[config.mk]
export PLATFORM = sky130hd
export DESIGN_NAME = instr_sequencer
export DESIGN_NICKNAME = d
export VERILOG_FILES = /design/src/rtl/instr_sequencer.sv
export SDC_FILE = /design/constraint.sdc
export NUM_CORES = 1
export LEC_CHECK = 0
export ABC_AREA = 1
export BUFFER_PORTS_ARGS = -buffer_cell sky130_fd_sc_hd__buf_2
export CAP_MARGIN = 10
export CORE_ASPECT_RATIO = 2
export CORE_MARGIN = 2
export CORE_UTILIZATION = 53
export CTS_BUF_LIST = sky130_fd_sc_hd__clkbuf_16
export DETAILED_ROUTE_END_ITERATION = 8
export PLACE_DENSITY_LB_ADDON = 0.08
export RECOVER_POWER = 50
export SYNTH_ARGS = -nofsm -noshare
export SYNTH_HDL_FRONTEND = slang
export SYNTH_SLANG_ARGS = --single-unit
[constraint.sdc]
create_clock -name clk -period 3.3 [get_ports clk]
set_clock_uncertainty 0.05 [all_clocks]
set_input_delay 0.66 -clock clk [delete_from_list [all_inputs] [get_ports clk]]
set_output_delay 0.66 -clock clk [all_outputs]
set_load 0.005 [all_outputs]
[src/rtl/instr_sequencer.sv]
// Instruction fetch/issue sequencer feeding the control circuit.
// Fetches 16-bit words from a synchronous ROM, issues one instruction at a
// time and holds it until the control circuit's done handshake retires it.
// LOAD instructions also fetch the following immediate word onto ext_data.
//
// Handshake with the control circuit: done=1 means the control circuit is
// idle. An issued instruction is accepted when done falls (ISSUE -> EXEC),
// and it is retired when done rises again (EXEC -> FETCH). instr is nonzero
// only while an instruction is in ISSUE or EXEC.
module instr_sequencer #(
  parameter int              ADDR_W     = 8,
  parameter logic [ADDR_W-1:0] START_ADDR = '0,
  parameter logic [3:0]      HALT_OP    = 4'hF,
  parameter int              TIMEOUT    = 15
) (
  input  logic              clk,
  input  logic              rst,
  input  logic              start,
  output logic [ADDR_W-1:0] imem_addr,
  input  logic [15:0]       imem_rdata,
  output logic [15:0]       instr,
  output logic [15:0]       ext_data,
  input  logic              done,
  output logic [ADDR_W-1:0] pc,
  output logic              busy,
  output logic              halted,
  output logic              timeout_err,
  output logic [2:0]        state_dbg
);

  // Opcode encodings shared with the control circuit.
  localparam logic [3:0] INSTR_NOP  = 4'h0;
  localparam logic [3:0] INSTR_LOAD = 4'h1;
  localparam logic [3:0] INSTR_MOV  = 4'h2;
  localparam logic [3:0] INSTR_ADD  = 4'h3;
  localparam logic [3:0] INSTR_XOR  = 4'h4;

  localparam int CNT_W = $clog2(TIMEOUT + 1);
  localparam logic [CNT_W-1:0] CNT_LAST = CNT_W'(TIMEOUT - 1);

  typedef enum logic [2:0] {
    S_IDLE        = 3'd0,
    S_FETCH       = 3'd1,
    S_CAPTURE     = 3'd2,
    S_FETCH_IMM   = 3'd3,
    S_CAPTURE_IMM = 3'd4,
    S_ISSUE       = 3'd5,
    S_EXEC        = 3'd6,
    S_HALTED      = 3'd7
  } state_t;

  state_t           state, state_n;
  logic [15:0]      ir;
  logic [CNT_W-1:0] cnt;
  logic [3:0]       opcode;
  logic             issue_timeout;

  // Opcode of the word arriving from the ROM this cycle (meaningful in CAPTURE).
  assign opcode        = imem_rdata[15:12];
  assign issue_timeout = done && (cnt == CNT_LAST);

  assign imem_addr = pc;
  assign busy      = (state != S_IDLE) && (state != S_HALTED);
  assign halted    = (state == S_HALTED);
  assign state_dbg = state;

  // Next-state decode.
  always_comb begin
    state_n = state;
    unique case (state)
      S_IDLE:        if (start) state_n = S_FETCH;
      S_FETCH:       state_n = S_CAPTURE;
      S_CAPTURE: begin
        if (opcode == HALT_OP) begin
          state_n = S_HALTED;
        end else begin
          case (opcode)
            INSTR_NOP:  state_n = S_FETCH;
            INSTR_LOAD: state_n = S_FETCH_IMM;
            INSTR_MOV, INSTR_ADD, INSTR_XOR: state_n = S_ISSUE;
            default:    state_n = S_ISSUE;   // unknown opcodes end in timeout
          endcase
        end
      end
      S_FETCH_IMM:   state_n = S_CAPTURE_IMM;
      S_CAPTURE_IMM: state_n = S_ISSUE;
      S_ISSUE: begin
        if (!done)              state_n = S_EXEC;
        else if (issue_timeout) state_n = S_HALTED;
      end
      S_EXEC:        if (done) state_n = S_FETCH;
      S_HALTED:      if (start) state_n = S_FETCH;
      default:       state_n = S_IDLE;
    endcase
  end

  // State register.
  always_ff @(posedge clk) begin
    if (rst) state <= S_IDLE;
    else     state <= state_n;
  end

  // Program counter: steps past NOP, LOAD opcode and retired instructions.
  always_ff @(posedge clk) begin
    if (rst) begin
      pc <= START_ADDR;
    end else begin
      case (state)
        S_IDLE, S_HALTED: if (start) pc <= START_ADDR;
        S_CAPTURE: if ((opcode != HALT_OP) &&
                       ((opcode == INSTR_NOP) || (opcode == INSTR_LOAD)))
                     pc <= pc + ADDR_W'(1);
        S_EXEC:    if (done) pc <= pc + ADDR_W'(1);
        default: ;
      endcase
    end
  end

  // Instruction register and LOAD immediate capture.
  always_ff @(posedge clk) begin
    if (rst) begin
      ir       <= '0;
      ext_data <= '0;
    end else begin
      if (state == S_CAPTURE)     ir       <= imem_rdata;
      if (state == S_CAPTURE_IMM) ext_data <= imem_rdata;
    end
  end

  // Registered instr: the issued word while in ISSUE/EXEC, NOP otherwise.
  always_ff @(posedge clk) begin
    if (rst) begin
      instr <= '0;
    end else if ((state_n == S_ISSUE) || (state_n == S_EXEC)) begin
      instr <= (state == S_CAPTURE) ? imem_rdata : ir;
    end else begin
      instr <= '0;
    end
  end

  // ISSUE wait counter and sticky timeout flag (cleared only by restart).
  always_ff @(posedge clk) begin
    if (rst) begin
      cnt         <= '0;
      timeout_err <= 1'b0;
    end else begin
      cnt <= (state == S_ISSUE) ? cnt + 1'b1 : '0;
      if ((state == S_ISSUE) && issue_timeout) timeout_err <= 1'b1;
      else if ((state == S_HALTED) && start)   timeout_err <= 1'b0;
    end
  end

endmodule

==> impl_metrics.yaml, run 1 <==
cts:
  cts_inserted_buffers: 9
  sinks_on_clock_net: 64
  h-tree-depth: 3
  cts.reportedPaths.clkPinSlew_ns: 0.06
  post_cts_resize_count: 0
  clock_latency_on_the_worst_skew_pair_ns: 0.32
  ctsRootBufferMaster: "sky130_fd_sc_hd__clkbuf_16"
  tritoncts_clock_tree: "yes"
  post_cts.repair.setup_buffers: 0
  cts.path.max_buffers: 2
  ctsHoldBuffers: 0
timing:
  maxSlewHeadroom: 0.463
  setup_tns_ns: 0
  setup-violations-final: 0
  timing.fmax_mhz: 438
  period_share: 0.692
  time_the_worst_path_needs_with_i_o_delays_and_setup_ns: 2.28
  finalHoldViolations: 0
  final-max-slew-violation-count: 0
  rsz_0062_raised_after_global_routing: "no"
  timing_worst_slew_pin_value_ns: 0.805
  hold-worst-slack_ns: 0.419
outcome:
  outcome: "complete, no violations"
worst_setup_path:
  worstSetupStartpoint: "state_dbg[2]$_SDFF_PP0_"
  critical_path.reg2reg.startpoint: "state_dbg[2]$_SDFF_PP0_"
  r2r_end: "instr[3]$_SDFF_PP0_"
  worst-endpoint-required_ns: 3.50
  setup.worst_path.start_class: "register"
  criticalPathCategory: "reg -> reg"
  reg2reg_setup_slack_ns: 1.02
  reg2reg_depth: 9
  cp-end-kind: "register"
  critical_path_peak_fanout: 31
  capturing_instance_or_port_of_the_critical_path: "instr[3]$_SDFF_PP0_"
  wp_data_arrival_ns: 2.48
die:
  core-area_um2: 4600
  die_h_um: 101
  rows: 35
  io_pins: 74
  design.die.area_um2: 5340
  initial_core_util: 0.547
  floorplan.die.width_um: 52.7
finish:
  final_core_util: 0.669
  final_layout_size_suffix_gt1_frac: 0.208
  filler_cell_count: 439
  mostFrequentLayoutCells: "sky130_fd_sc_hd__dfxtp_1 (64), sky130_fd_sc_hd__nand2_1 (55), sky130_fd_sc_hd__buf_2 (52)"
  postLayoutCellArea_um2: 3070
  nNetsFinal: 408
  layout_commonest_cell: "sky130_fd_sc_hd__dfxtp_1"
  num_antenna_cells: 0
  area_grow_syn2layout_pct: 22.3
global_routing:
  globalRouteOverflowTotal: 0
  grt_use_total: 0.235
  first_global_vias: 2104
  wire_length_of_the_first_global_routing_pass_um: 9220
  pin_count_of_the_biggest_net_entering_global_routing: 33
  antenna_found_initial: 0
logic_synthesis:
  post_synthesis_cells: 320
  yosys_warnings: 0
  portion_of_the_post_synthesis_area_used_by_sequential_elements: 0.510
  syn_area_per_cell_um2: 7.86
  synth_top_flop_cell: "sky130_fd_sc_hd__dfxtp_1"
  yosys_register_bits: 64
  nets_in_the_synthesized_netlist: 343
  number_of_synthesized_flops_with_an_enable_pin: 0
  synth_async_sr_flop_share: 0
  netlist_area_um2: 2510
  synth_cell_type_count: 25
placement:
  gp_congestion: 0.818
  placedInstanceArea_um2: 2840
  detailed_place_hpwl_um: 3970
  number_of_buffer_cells_added_on_primary_ports: 73
power:
  maximum_resistive_drop_on_vdd_mv: 0.500
  totalPowerFinal_w: 0.00195
  p_per_area_nw_per_um2: 633
  power.static_leakage_nw: 1.43
drt:
  routed_via_density: 5.00
  post_drt_wl_per_cell_um: 12.5
  drt_pre_antenna_iters: 4
  drt-total-wl_um: 5560
  dr.first_iter.drc_count: 27
  detailroute.via_count: 2219
  antenna_violating_nets_post_route: 0
  route.detailed.drc: 0
hold_path:
  worstHoldPathType: "reg -> reg"
run:
  maxCapViolations: 0
## where the power goes
part           total [W]  internal (W)  leakage [nW]  switching, W
registers       0.000841      0.000819         0.518     0.0000225
logic           0.000223     0.0000717         0.778      0.000151
clock network   0.000883      0.000568         0.138      0.000314
total            0.00195       0.00146          1.43      0.000488
## routing by layer
| layer | global-route usage | routed length, um |
|---|---|---|
| met1 | 0.255 | 2240 |
| met2 | 0.415 | 3040 |
| met3 | 0.0678 | 206 |
| met4 | 0.0888 | 68 |
| met5 | 0 | 0 |
## sequential cells by signal (all words and copies together), names as in the netlist
name / flops
timeout_err: 1
cnt: 4
imem_addr: 8
ir: 16
instr: 16
ext_data: 16
state_dbg: 3
## synth_stat cells, types with 2 or more instances
cell type                  number  area share
sky130_fd_sc_hd__xor2_1         3       0.010
sky130_fd_sc_hd__nand2_1       54       0.081
sky130_fd_sc_hd__buf_4          8       0.024
sky130_fd_sc_hd__nor2_2        11       0.027
sky130_fd_sc_hd__nand4_1        2      0.0050
sky130_fd_sc_hd__clkbuf_1      10       0.015
sky130_fd_sc_hd__nand2_2        3      0.0075
sky130_fd_sc_hd__inv_2          3      0.0045
sky130_fd_sc_hd__inv_1         31       0.046
sky130_fd_sc_hd__o21ai_0       34       0.068
sky130_fd_sc_hd__dfxtp_1       64        0.51
sky130_fd_sc_hd__nand3_1       15       0.030
sky130_fd_sc_hd__a21oi_1       29       0.058
sky130_fd_sc_hd__nor2_1        39       0.058
sky130_fd_sc_hd__ha_1           3       0.015
sky130_fd_sc_hd__xnor2_1        2      0.0070
## critical path, cell delays in order (launching register included)
cell and delay (ns):
sky130_fd_sc_hd__dfxtp_1 0.37, sky130_fd_sc_hd__inv_1 0.15, sky130_fd_sc_hd__nand3_1 0.14, sky130_fd_sc_hd__inv_1 0.62
sky130_fd_sc_hd__nand2_1 0.18, sky130_fd_sc_hd__nand2_2 0.14, sky130_fd_sc_hd__nor2_1 0.07, sky130_fd_sc_hd__a21oi_4 0.16
sky130_fd_sc_hd__nand2_4 0.18, sky130_fd_sc_hd__nor2_1 0.14
## kinds of logic (layout without fill, tap and decap cells)
family                     count (synthesis)  in the layout  synth area share
adders and majority gates                  3              3            0.0149
and+or+nand+nor                          130            130             0.229
xor gates and xnor gates                   5              5            0.0174
AOI/OAI and AO/OA                         65             65             0.135
DFF                                       64             64             0.510
buffers and inverters                     53            122            0.0941
## worst min path at each step
stage | startpoint | endpoint | slack, ns | cells past startpoint
6_report | cnt[0]$_SDFF_PP0_ | cnt[0]$_SDFF_PP0_ | 0.42 | 1
5_1_grt | timeout_err$_SDFFE_PP0P_ | timeout_err$_SDFFE_PP0P_ | 0.47 | 2
4_1_cts | cnt[0]$_SDFF_PP0_ | cnt[0]$_SDFF_PP0_ | 0.42 | 1
3_5_place_dp | cnt[3]$_SDFF_PP0_ | cnt[3]$_SDFF_PP0_ | 0.42 | 2
3_3_place_gp | cnt[0]$_SDFF_PP0_ | cnt[0]$_SDFF_PP0_ | 0.40 | 1
2_1_floorplan | cnt[0]$_SDFF_PP0_ | cnt[0]$_SDFF_PP0_ | 0.38 | 1
## metrics by stage
| step | instances | setup WS [ns] |
|---|---|---|
| final | 444 | 1.02 |
| after global routing | 444 | 0.749 |
| after CTS | 444 | 1.20 |
| after detailed placement | 429 | 1.31 |
| after global placement | 429 | 1.36 |
| after floorplan | 320 | 1.66 |
## final cells by class
cell class	instances	area, um^2	area share
Clock inverter	6	51.3	0.0167
Timing Repair Buffer	73	339	0.110
Tap cell	55	68.8	0.0224
Clock buffer	9	225	0.0733
Inverter	34	128	0.0415
Multi-Input combinational cell	203	981	0.319
Sequential cell	64	1280	0.417
Note: power is estimated with default switching activity, not from simulation.
==> run 2: changes to the inputs <==
--- a/config.mk
+++ b/config.mk
@@ -10,7 +10,7 @@
 export CAP_MARGIN = 10
 export CORE_ASPECT_RATIO = 2
 export CORE_MARGIN = 2
-export CORE_UTILIZATION = 53
+export CORE_UTILIZATION = 51
 export CTS_BUF_LIST = sky130_fd_sc_hd__clkbuf_16
 export DETAILED_ROUTE_END_ITERATION = 8
 export PLACE_DENSITY_LB_ADDON = 0.08
==> constraint.sdc (replaced) <==
create_clock -name clk -period 2.17 [get_ports clk]
set_clock_uncertainty 0.05 [all_clocks]
set_input_delay 0.434 -clock clk [delete_from_list [all_inputs] [get_ports clk]]
set_output_delay 0.434 -clock clk [all_outputs]
set_load 0.005 [all_outputs]
==> impl_metrics.yaml, run 2 (synthesis results as in run 1) <==
worst_setup_path:
  critical_path.cell_chain: "nand2_1 > nor2_4 > inv_1 > nand2_1 > inv_1 > buf_2"
  slowest_delay_ns: 0.46
  cpLargestDelayFamily: "flip-flops"
  worst-endpoint-required_ns: 1.69
  worstPathBufferInverterCount: 3
  setup.worst_path.start_class: "register"
  worst_path_max_delay_cell: "sky130_fd_sc_hd__dfxtp_1"
  wp_data_arrival_ns: 1.41
  criticalPathCategory: "reg -> out"
  critical_path.reg2reg.startpoint: "state_dbg[2]$_SDFF_PP0_"
  worstSetupStartpoint: "state_dbg[2]$_SDFF_PP0_"
  critical_path_peak_fanout: 7
  cp-end-kind: "output pin"
die:
  io_pins: 74
  initial_core_util: 0.522
  core-area_um2: 4820
  design.die.area_um2: 5540
  die_h_um: 103
  rows: 36
  floorplan.die.width_um: 53.6
timing:
  final-max-slew-violation-count: 0
  rsz_0062_raised_after_global_routing: "no"
  timing_worst_slew_pin_value_ns: 0.684
  setup-violations-final: 0
  setup_tns_ns: 0
  time_the_worst_path_needs_with_i_o_delays_and_setup_ns: 1.90
  maxSlewHeadroom: 0.544
  finalHoldViolations: 0
  timing.fmax_mhz: 527
  setup_ws_ns: 0.272
  period_share: 0.875
run:
  maxCapViolations: 0
finish:
  reg.largest.list: "ext_data: 16 flops, instr: 16 flops, ir: 16 flops"
  area_grow_syn2layout_pct: 24.4
  nNetsFinal: 411
  num_antenna_cells: 0
  layout_commonest_cell: "sky130_fd_sc_hd__dfxtp_1"
  mostFrequentLayoutCells: "sky130_fd_sc_hd__dfxtp_1 (64), sky130_fd_sc_hd__nand2_1 (54), sky130_fd_sc_hd__buf_2 (44)"
  final_core_util: 0.649
  final_layout_size_suffix_gt1_frac: 0.198
  stdcell_count: 450
global_routing:
  grt_use_total: 0.231
  wire_length_of_the_first_global_routing_pass_um: 9200
  antenna_found_initial: 0
  globalRouteOverflowTotal: 0
  first_global_vias: 2084
  pin_count_of_the_biggest_net_entering_global_routing: 33
drt:
  route.detailed.drc: 0
  post_drt_wl_per_cell_um: 12.7
  routed_via_density: 4.96
  detailroute.via_count: 2233
  drt_pre_antenna_iters: 4
  antenna_violating_nets_post_route: 0
  dr.first_iter.drc_count: 53
  drt-total-wl_um: 5710
cts:
  post_cts_resize_count: 0
  tritoncts_clock_tree: "yes"
  ctsHoldBuffers: 0
  clock_latency_on_the_worst_skew_pair_ns: 0.32
  post_cts.repair.setup_buffers: 0
  h-tree-depth: 3
  cts.path.max_buffers: 2
  cts_inserted_buffers: 9
  ctsRootBufferMaster: "sky130_fd_sc_hd__clkbuf_16"
  cts.reportedPaths.clkPinSlew_ns: 0.05
  sinks_on_clock_net: 64
power:
  maximum_resistive_drop_on_vdd_mv: 0.721
  totalPowerFinal_w: 0.00307
  p_per_area_nw_per_um2: 982
  power.static_leakage_nw: 1.44
placement:
  gp_congestion: 0.906
  place.detailed.instances: 434
  detailed_place_hpwl_um: 4100
  place_worst_setup_slack_ns: 0.517
  number_of_buffer_cells_added_on_primary_ports: 73
outcome:
  outcome: "complete, no violations"
hold_path:
  worstHoldPathType: "in -> reg"
  min-delay-start: "imem_rdata[9]"
## run 2: where the power goes
part	switching [W]	total, W	internal (W)
clock network	0.000467	0.00145	0.000984
logic	0.000229	0.000342	0.000113
registers	0.0000341	0.00128	0.00125
total	0.000729	0.00307	0.00234
## run 2: layout make-up
class	instances	area, um^2
Fill cell	474	1690
Clock inverter	7	80.1
Sequential cell	64	1280
Inverter	34	128
Clock buffer	9	225
Timing Repair Buffer	76	352
Multi-Input combinational cell	203	991
Tap cell	57	71.3
## run 2: tightest hold or removal path, delay by kind of cell
| kind | cells | cell delay [ns] |
|---|---|---|
| AOI/OAI and AO/OA | 1 | 0.10 |
| buffers and inverters | 2 | 0.11 |
## run 2: final timing paths
kind	to	slack, ns	cells after the start
hold reg to reg	cnt[0]$_SDFF_PP0_	0.41	1
hold / removal	ext_data[9]$_SDFFE_PP0P_	0.31	3
setup / recovery	busy	0.27	6
setup reg to reg	instr[1]$_SDFF_PP0_	0.33	9
## run 2: stage by stage
stage / instance area (um^2) / hold WS, ns
final: 3130 / 0.313
after global routing: 3130 / 0.327
after CTS: 3170 / 0.305
after detailed placement: 2860 / 0.405
after global placement: 2860 / 0.397
after floorplan: 2510 / 0.380
## run 2: layer usage
| layer | track usage | share of wire | vias to the layer above |
|---|---|---|---|
| li1 | - | - | 1143 |
| met1 | 0.254 | 0.40 | 1025 |
| met2 | 0.398 | 0.54 | 55 |
| met3 | 0.0632 | 0.040 | 10 |
| met4 | 0.107 | 0.020 | 0 |
| met5 | 0 | 0 | - |
==> run 3: changes to the inputs <==
--- a/config.mk
+++ b/config.mk
@@ -8,9 +8,10 @@
 export ABC_AREA = 1
 export BUFFER_PORTS_ARGS = -buffer_cell sky130_fd_sc_hd__buf_2
 export CAP_MARGIN = 10
+export CELL_PAD_IN_SITES_DETAIL_PLACEMENT = 0
+export CELL_PAD_IN_SITES_GLOBAL_PLACEMENT = 1
 export CORE_ASPECT_RATIO = 2
-export CORE_MARGIN = 2
-export CORE_UTILIZATION = 51
+export CORE_UTILIZATION = 36
 export CTS_BUF_LIST = sky130_fd_sc_hd__clkbuf_16
 export DETAILED_ROUTE_END_ITERATION = 8
 export PLACE_DENSITY_LB_ADDON = 0.08
==> impl_metrics.yaml, run 3 (synthesis results as in run 1) <==
outcome:
  outcome: "complete, no violations"
global_routing:
  globalRouteOverflowTotal: 0
  grt_use_total: 0.175
  pin_count_of_the_biggest_net_entering_global_routing: 33
  wire_length_of_the_first_global_routing_pass_um: 9270
  first_global_vias: 2008
  antenna_found_initial: 0
drt:
  antenna_violating_nets_post_route: 0
  drt_pre_antenna_iters: 4
  routed_via_density: 4.58
  drt-total-wl_um: 5870
  dr.first_iter.drc_count: 65
  detailroute.via_count: 2190
  route.detailed.drc: 0
  post_drt_wl_per_cell_um: 12.3
worst_setup_path:
  cp-end-kind: "output pin"
  critical_path_peak_fanout: 6
  slowest_delay_ns: 0.44
  criticalPathCategory: "reg -> out"
  reg2reg_setup_slack_ns: 0.47
  critical_path.cell_chain: "inv_1 > nor2_4 > inv_1 > nand2_1 > inv_1 > buf_2"
  cp_common_cell: "sky130_fd_sc_hd__inv_1"
  worst_path_max_delay_cell: "sky130_fd_sc_hd__dfxtp_1"
  worst-endpoint-required_ns: 1.69
  wp_data_arrival_ns: 1.38
  setup.worst_path.start_class: "register"
cts:
  ctsRootBufferMaster: "sky130_fd_sc_hd__clkbuf_16"
  sinks_on_clock_net: 64
  h-tree-depth: 3
  cts.reportedPaths.clkPinSlew_ns: 0.05
  tritoncts_clock_tree: "yes"
  post_cts_resize_count: 0
  ctsHoldBuffers: 0
  post_cts.repair.setup_buffers: 0
  cts.path.max_buffers: 2
  cts_inserted_buffers: 9
  clock_latency_on_the_worst_skew_pair_ns: 0.31
die:
  io_pins: 74
  initial_core_util: 0.377
  die_h_um: 120
  floorplan.die.width_um: 61.1
  core-area_um2: 6670
  rows: 42
  design.die.area_um2: 7340
finish:
  seqCellArea_um2: 1280
  mostFrequentLayoutCells: "sky130_fd_sc_hd__dfxtp_1 (64), sky130_fd_sc_hd__nand2_1 (54), sky130_fd_sc_hd__buf_2 (44)"
  reg.largest.list: "ext_data: 16 flops, instr: 16 flops, ir: 16 flops"
  final_layout_size_suffix_gt1_frac: 0.200
  layout_commonest_cell: "sky130_fd_sc_hd__dfxtp_1"
  stdcell_count: 478
  area_used_by_multi_input_combinational_logic_um2: 996
  filler_cell_count: 737
  num_antenna_cells: 0
  nNetsFinal: 411
  area_grow_syn2layout_pct: 23.6
  final_core_util: 0.466
timing:
  timing.fmax_mhz: 536
  setup_tns_ns: 0
  setup_ws_ns: 0.303
  time_the_worst_path_needs_with_i_o_delays_and_setup_ns: 1.87
  finalHoldViolations: 0
  timing_worst_slew_pin_value_ns: 0.550
  final-max-slew-violation-count: 0
  setup-violations-final: 0
  rsz_0062_raised_after_global_routing: "no"
  maxSlewHeadroom: 0.633
  period_share: 0.860
placement:
  gp_congestion: 0.786
  place_worst_setup_slack_ns: 0.477
  detailed_place_hpwl_um: 4260
  number_of_buffer_cells_added_on_primary_ports: 73
  place.detailed.instances: 465
hold_path:
  worstHoldPathType: "in -> reg"
run:
  maxCapViolations: 0
power:
  p_per_area_nw_per_um2: 901
  power.static_leakage_nw: 1.40
  maximum_resistive_drop_on_vdd_mv: 0.507
run 3: report_power, final:
part           leakage [nW]  switching (W)  internal (W)
registers             0.518      0.0000340       0.00125
logic                 0.759       0.000228      0.000115
clock network         0.123       0.000443      0.000736
total                  1.40       0.000705       0.00210
run 3: critical path, delay by kind of cell (launching register included):
family	cells	cell delay [ns]
flip-flops	1	0.44
buffers and inverters	4	0.39
AND/OR/NAND/NOR	2	0.23
run 3: per-stage QoR:
stage	total power (W)	cell area [um^2]	hold WS (ns)
3_5_place_dp	0.00165	2900	0.412
4_1_cts	0.00285	3140	0.313
2_1_floorplan	0.00153	2510	0.380
3_3_place_gp	0.00165	2900	0.399
5_1_grt	0.00294	3110	0.332
6_report	0.00280	3110	0.322
run 3: final cells by class:
cell class / instances / share of cell area
well taps: 88 / 0.0354
flip-flops and latches: 64 / 0.412
repair buffers: 76 / 0.113
multi-input cells: 203 / 0.320
clock inverters: 4 / 0.00523
clock buffers: 9 / 0.0725
inverters: 34 / 0.0411
run 3: worst paths after layout:
check                           from                   endpoint  depth (start not counted)
max reg2reg  state_dbg[0]$_SDFF_PP0_        instr[1]$_SDFF_PP0_                          9
min reg2reg        cnt[0]$_SDFF_PP0_          cnt[0]$_SDFF_PP0_                          1
max          state_dbg[0]$_SDFF_PP0_                       busy                          6
min                   imem_rdata[10]  ext_data[10]$_SDFFE_PP0P_                          3
run 3: routing by layer:
metal	share of wire	global-route usage
met1	0.39	0.179
met2	0.53	0.304
met3	0.045	0.0428
met4	0.035	0.102
met5	0	0
